**src/rtl/fetch_stage_pkg.sv**
```systemverilog
// Shared pipeline definitions: fetch FSM encoding, IF/ID field widths and
// the NOP word used for cleared instruction slots.
package fetch_stage_pkg;

    localparam int INSTR_W = 32;
    localparam int PC_W    = 32;

    localparam logic [INSTR_W-1:0] NOP = 32'h0000_0000;

    typedef enum logic [1:0] {
        ST_FETCH   = 2'd0,
        ST_HOLD    = 2'd1,
        ST_DISCARD = 2'd2
    } fetch_state_e;

    // Sequential-address increment; wraps modulo 2^32.
    function automatic logic [PC_W-1:0] pc_plus4(input logic [PC_W-1:0] pc);
        return pc + 32'd4;
    endfunction

endpackage

```
**src/rtl/fetch_stage_ifid_reg.sv**
```systemverilog
// Generic pipeline register: load captures a real instruction, bubble only
// clears Valid, neither control holds every field.
module ifid_reg
    import fetch_stage_pkg::*;
(
    input  logic               i_clk,
    input  logic               i_rst_n,
    input  logic               i_load,
    input  logic               i_bubble,
    input  logic [INSTR_W-1:0] i_instruction,
    input  logic [PC_W-1:0]    i_pcplus4,
    output logic [INSTR_W-1:0] o_instruction,
    output logic [PC_W-1:0]    o_pcplus4,
    output logic               o_valid
);

    logic [INSTR_W-1:0] r_instruction;
    logic [PC_W-1:0]    r_pcplus4;
    logic               r_valid;

    always_ff @(posedge i_clk or negedge i_rst_n) begin
        if (!i_rst_n) begin
            r_instruction <= NOP;
            r_pcplus4     <= '0;
            r_valid       <= 1'b0;
        end else if (i_load) begin
            r_instruction <= i_instruction;
            r_pcplus4     <= i_pcplus4;
            r_valid       <= 1'b1;
        end else if (i_bubble) begin
            r_valid       <= 1'b0;
        end
    end

    assign o_instruction = r_instruction;
    assign o_pcplus4     = r_pcplus4;
    assign o_valid       = r_valid;

endmodule

```
**src/rtl/fetch_stage.sv**
```systemverilog
// Instruction fetch: PC, request/ack port to instruction memory with a
// one-entry skid buffer, squash of in-flight fetches, and the IF/ID register.
module fetch_stage
    import fetch_stage_pkg::*;
#(
    parameter logic [PC_W-1:0] RESET_PC = 32'h0000_0000
)(
    input  logic               i_clk,
    input  logic               i_rst_n,
    input  logic               i_stall,
    input  logic               i_redirect,
    input  logic [PC_W-1:0]    i_redirect_pc,
    output logic               o_imem_req,
    output logic [PC_W-1:0]    o_imem_addr,
    input  logic               i_imem_ack,
    input  logic [INSTR_W-1:0] i_imem_rdata,
    output logic [INSTR_W-1:0] o_ifid_instruction,
    output logic [PC_W-1:0]    o_ifid_pcplus4,
    output logic               o_ifid_valid,
    output logic               o_fetch_busy
);

    localparam logic [PC_W-1:0] RESET_PC_A = RESET_PC & ~32'h3;

    fetch_state_e       r_state, w_state_next;
    logic [PC_W-1:0]    r_pc, w_pc_next;
    logic [PC_W-1:0]    r_req_addr;
    logic [INSTR_W-1:0] r_hold_buf, w_hold_buf_next;
    logic               w_load, w_bubble;
    logic [INSTR_W-1:0] w_load_instr;
    logic [PC_W-1:0]    w_redir_target;
    logic               w_redir_ok;

    assign w_redir_target = i_redirect_pc & ~32'h3;
    // Branch operands are not valid during a load-use stall, so stall wins.
    assign w_redir_ok     = i_redirect & ~i_stall;

    always_ff @(posedge i_clk or negedge i_rst_n) begin
        if (!i_rst_n) begin
            r_state    <= ST_FETCH;
            r_pc       <= RESET_PC_A;
            r_req_addr <= RESET_PC_A;
            r_hold_buf <= NOP;
        end else begin
            r_state    <= w_state_next;
            r_pc       <= w_pc_next;
            r_hold_buf <= w_hold_buf_next;
            if (r_state == ST_FETCH)
                r_req_addr <= r_pc;
        end
    end

    always_comb begin
        w_state_next    = r_state;
        w_pc_next       = r_pc;
        w_hold_buf_next = r_hold_buf;
        w_load          = 1'b0;
        w_load_instr    = i_imem_rdata;
        unique case (r_state)
            ST_FETCH: begin
                if (i_imem_ack) begin
                    if (i_stall) begin
                        w_hold_buf_next = i_imem_rdata;
                        w_state_next    = ST_HOLD;
                    end else if (i_redirect) begin
                        w_pc_next = w_redir_target;
                    end else begin
                        w_load    = 1'b1;
                        w_pc_next = pc_plus4(r_pc);
                    end
                end else if (w_redir_ok) begin
                    w_pc_next    = w_redir_target;
                    w_state_next = ST_DISCARD;
                end
            end
            ST_HOLD: begin
                w_load_instr = r_hold_buf;
                if (!i_stall) begin
                    w_state_next = ST_FETCH;
                    if (i_redirect) begin
                        w_pc_next = w_redir_target;
                    end else begin
                        w_load    = 1'b1;
                        w_pc_next = pc_plus4(r_pc);
                    end
                end
            end
            ST_DISCARD: begin
                // The squashed request must complete before a new address goes out.
                if (w_redir_ok)
                    w_pc_next = w_redir_target;
                if (i_imem_ack)
                    w_state_next = ST_FETCH;
            end
            default: w_state_next = ST_FETCH;
        endcase
    end

    assign w_bubble = ~i_stall & ~w_load;

    assign o_imem_req   = (r_state != ST_HOLD);
    assign o_imem_addr  = (r_state == ST_DISCARD) ? r_req_addr : r_pc;
    assign o_fetch_busy = (r_state == ST_FETCH) || (r_state == ST_DISCARD);

    ifid_reg u_ifid (
        .i_clk         (i_clk),
        .i_rst_n       (i_rst_n),
        .i_load        (w_load),
        .i_bubble      (w_bubble),
        .i_instruction (w_load_instr),
        .i_pcplus4     (pc_plus4(r_pc)),
        .o_instruction (o_ifid_instruction),
        .o_pcplus4     (o_ifid_pcplus4),
        .o_valid       (o_ifid_valid)
    );

endmodule
```
**config.mk**
```make
export PLATFORM = sky130hd
export DESIGN_NAME = fetch_stage
export DESIGN_NICKNAME = d
export VERILOG_FILES = /design/src/rtl/fetch_stage_pkg.sv /design/src/rtl/fetch_stage_ifid_reg.sv /design/src/rtl/fetch_stage.sv
export SDC_FILE = /design/constraint.sdc
export NUM_CORES = 1
export LEC_CHECK = 0
export CAP_MARGIN = 10
export CORE_AREA = 2 2 188 190
export CTS_CLUSTER_DIAMETER = 80
export DETAILED_ROUTE_END_ITERATION = 16
export DIE_AREA = 0 0 190 192
export PLACE_DENSITY = 0.49
export SYNTH_ARGS = -nofsm -noshare
export SYNTH_HDL_FRONTEND = slang
export SYNTH_HIERARCHICAL = 1
export SYNTH_SLANG_ARGS = --single-unit
```
**constraint.sdc**
```tcl
create_clock -name i_clk -period 2 [get_ports i_clk]
set_input_delay 0.3 -clock i_clk [delete_from_list [all_inputs] [get_ports i_clk]]
set_output_delay 0.3 -clock i_clk [all_outputs]
set_load 0.03 [all_outputs]
```
* Word-level counts from Yosys, hierarchy flattened
Cells that the tools add are included.
Word-level totals: bits of input ports 69, output and inout port bits 99, word-level logic and storage cells 44, bits in registers 163
Cells by class: mux-type cells 19, equal/unequal tests 7, add/sub/neg operators 1, reductions and logical operators 6, bitwise logic cells 4
Operator list (number):
- 32-bit two-way mux | 6
- 32-bit case mux with 3 select lines | 1
- 32-bit by 3-bit adder with 32-bit output (second input constant) | 1
- 2-bit two-way mux | 5
- 3-bit != test (second input constant) | 2
- 2-bit case mux with 3 select lines | 1
- 1-bit two-way mux | 5
- 2-bit != test (second input constant) | 2
- 4-bit AND reduction | 1
- 3-bit AND reduction | 1
- 3-bit nonzero test | 1
- 1-bit AND | 2
- 2-bit by 1-bit == test with 1-bit output (second input constant) | 1
- 2-bit == test (second input constant) | 1
- 2-bit zero test | 1
- 2-bit by 1-bit != test with 1-bit output (second input constant) | 1
- 1-bit inverter | 2
- 1-bit case mux with 2 select lines | 1
- 2-bit nonzero test | 1
- 1-bit logical OR | 1

* Logic depth before layout (Yosys ltp)
word-level depth 8, mapped depth 9, gate-level depth less buffers 7

* Cells and area by module
The synthesis kept the hierarchy.
Modules (own cells, without submodules):
- fetch_stage | area an instance 6623.9 µm², sequential area each 2452.4 µm², instances 1, cells an instance 673
- ifid_reg | area an instance 2615.0 µm², sequential area each 1626.6 µm², instances 1, cells an instance 138

* Worst setup path before layout
No wires, ideal clock.
path type flip-flop to output port, from register r_state[0], to output o_imem_addr[5], setup slack -0.186 ns, buffers on the path 3, required time 1.700 ns, arrival 1.886 ns, stages on the path, launching flop included 7, path through dfrtp_1 -> inv_1 -> ha_1 -> clkbuf_1 -> clkbuf_1 -> clkbuf_1 -> o21ai_0
Between the ends: cells in the longest elaborated chain, start to end 2
Ends and longest elaborated chain:
- start, declared | RTL line fetch_stage.sv:25 | fetch_state_e r_state, w_state_next;
- start signal, assigned | RTL line fetch_stage.sv:45 | r_state <= w_state_next;
- 2-bit == test | RTL line fetch_stage.sv:102 | assign o_imem_addr = (r_state == ST_DISCARD) ? r_req_addr : r_pc;
- 32-bit two-way mux | RTL line fetch_stage.sv:102
- end, declared | RTL line fetch_stage.sv:14 | output logic [PC_W-1:0] o_imem_addr,
Every way passes these cells.

* Worst setup path in the final report
from register r_state[1], to output o_imem_addr[4]
The elaborated chain is that of the path after synthesis.

==> results.cfg <==
[finish]
fin_cells = 1580
final_core_util_pct = 41.59
nNetsFinal = 1186
drive_above_1_share_pct = 47.38
antenna_cells = 0
area_delta_synth_final_pct = 54.33
fillers = 3287

[placed_design]
dpl.hpwl_mm = 21.98
finalWeightedCongestion = 0.8680
numPortBuffers = 165
placedCellCount = 1500

[sta]
fin_ws_ns = -0.2121
rsz0062_at_grt = yes
fin_tns_setup_ns = -6.068
finalCritPeriodShare_pct = 110.6
worstMarginPinSlew_ns = 0.4794
drv_slew = 0
hold_violations = 0
fin_hold_ws_ns = 0.3611
fmaxAchievable_mhz = 452.1
slew_headroom_pct = 68.04
skew_ns = 0.01314
setup_violations = 42
finalCriticalPeriod_ns = 2.212

[yosys]
yosys-top-cells-count = dfrtp_1, mux2_2, mux2_4
ys.warnings.count = 6
yosysTopAreaCell = dfrtp_1
synth_nets = 885
synth_top_area_share_pct = 44.15
ys.flop_type = dfrtp_1
synth_edf_count = 0
ys_seq_area_share_pct = 44.15
yosysMostFrequentCell = dfrtp_1
netlist_area_um2 = 9239
syn_inst = 811
avgSynthCellArea_um2 = 11.39
synth_top_cells_by_area = dfrtp_1, mux2_2, mux2_4
postSynth.asyncResetShare_pct = 100.0
ys_types = 70
ys_seq_elements = 163

[setup_path]
endpoint_kind = primary output
slowest_delay_ns = 0.40
critPathRequiredTime_ns = 1.70
crit_slowest_cell = dfrtp_1
worstPathMaxFanout = 4
path_cells = buf_4, ha_4, buf_6, clkbuf_16, mux2_4, buf_6
reg2reg_slack_ns = -0.05
reg2reg_from = r_state[1]
rr_endpoint = r_pc[24]
critPathArrivalTime_ns = 1.91
path_class = reg2out
reg2reg_depth = 10
critical_path_buf_inv_count = 4
cp_top_family = buffers and inverters
path_common_cell = buf_6
startpoint_type = flop

[die]
num_io_pins = 168
die_area_um2 = 36480
core_um2 = 34290
rows = 68
die_w_um = 190
start_util_pct = 26.94
fp.dieH_um = 192

[power_and_ir_drop]
p_leak_nw = 6.067
totalPowerFinal_mw = 23.49
ir_drop_uv = 821.1
power_density_nw_per_um2 = 1647

[global_route]
track_usage_pct = 17.18
grt_max_degree = 50
antenna_found_initial = 0
grt_pass1_wl_mm = 47.81
grt_pass1_vias = 7910
grt-ovfl-total = 0

[clock_tree]
cts_tree = yes
root_buffer = clkbuf_16
clkSlewWorstSetupHoldPaths_ns = 0.07
clk_latency_ns = 0.45
cts_buffers = 17
cts.path.max_buffers = 2
clock_sinks = 163
cts_max_level = 4

[detailed_routing]
dr.pass1.iters = 5
routed_wl_mm = 31.37
drt_iter0_drc = 556
drt-vias-per-instance = 4.909
ant_nets = 0
wl_per_cell_um = 19.85
vias = 7757
drc_errors = 0

[hold_path]
hold_class = in2async

[outcome]
status = finished, violations left
violations = negative setup slack

[job]
cap_viol_max_count = 0
==> state kept, by name, summed over array words and instances, names as in the netlist <==
name and flops:
u_ifid/o_pcplus4 32, r_req_addr 32, r_state 2, r_pc 32, u_ifid/o_valid 1, u_ifid/o_instruction 32, r_hold_buf 32
==> cells by family after synthesis <==
group / Yosys count / share of synthesized area [%]
xor gates and xnor gates: 26 / 2.465
muxes: 204 / 26.71
DFF: 163 / 44.15
AOI/OAI and AO/OA: 167 / 12.26
adders and majority gates: 5 / 0.6771
and+or+nand+nor: 154 / 8.952
buffers and inverters: 92 / 4.794
==> layout make-up <==
cell class	instances	area, µm²	area share, %
Clock buffer	19	452.9	3.177
Clock inverter	13	123.9	0.8687
Inverter	18	76.32	0.5353
Multi-Input combinational cell	556	5265	36.93
Sequential cell	163	4080	28.62
Tap cell	455	569.3	3.993
Timing Repair Buffer	356	3691	25.89
==> stage by stage <==
| stage | area (µm²) | setup WS, ns |
|---|---|---|
| after floorplan | 9259 | -0.05444 |
| after global placement | 12360 | -0.4298 |
| after detailed placement | 12360 | -0.3982 |
| after CTS | 13650 | -0.2436 |
| after global routing | 14260 | -0.2756 |
| final | 14260 | -0.2121 |
==> worst register-to-register path, cell delays in order (launching register included) <==
cell	delay, ns
dfrtp_1	0.40
buf_4	0.16
ha_4	0.17
buf_6	0.14
buf_6	0.14
a21oi_4	0.20
o21ai_4	0.10
buf_4	0.14
a21oi_4	0.23
buf_6	0.13
o221ai_1	0.10
==> worst max-delay path by stage <==
| stage | startpoint | end | slack [ns] | depth (start not counted) |
|---|---|---|---|---|
| floorplan | r_state[1] | u_ifid/o_instruction[20] | -0.05 | 6 |
| global placement | i_imem_ack | r_pc[24] | -0.43 | 7 |
| detailed placement | i_imem_ack | r_pc[24] | -0.40 | 7 |
| CTS | r_state[0] | o_imem_addr[18] | -0.24 | 7 |
| global route | r_state[0] | o_imem_addr[14] | -0.28 | 7 |
| finish | r_state[1] | o_imem_addr[4] | -0.21 | 6 |
==> cells in the final DEF, fill, tap and decap left out, types with 12 or more instances in the layout <==
cell type / instances
a21oi_1: 27
nor2_1: 28
xnor2_1: 20
buf_12: 24
nand4_1: 16
clkbuf_16: 22
buf_4: 133
nand2_1: 29
clkdlybuf4s50_1: 130
inv_1: 12
mux2_2: 120
o21ai_0: 25
dfrtp_1: 162
mux2_4: 73
buf_6: 58
==> repair_timing <==
item                                    4_1_cts  5_1_grt
pin swaps                                    12       28
hold buffers                                  1        0
gates resized for setup                     114       84
buffers inserted                             16       25
hold endpoints to repair                     43        0
endpoints found under the setup margin       52      106
cloned                                        4        5
==> power breakdown <==
group / total (mW) / leakage [nW] / switching [mW] / internal, mW
combinational: 14.4 / 3.77 / 6.85 / 7.54
sequential: 5.82 / 2.03 / 1.01 / 4.81
clock: 3.29 / 0.265 / 1.49 / 1.80
total: 23.5 / 6.07 / 9.35 / 14.1
==> routing by layer <==
metal / vias up / track usage [%] / share of wire (%) / routed length, µm
li1: 3604 / - / - / -
met1: 3837 / 22.53 / 45 / 14160
met2: 267 / 26.82 / 45 / 14210
met3: 49 / 5.171 / 6.8 / 2120
met4: 0 / 6.052 / 2.8 / 881
met5: - / 0 / 0 / 0
Power figures use the tool's default switching activity.
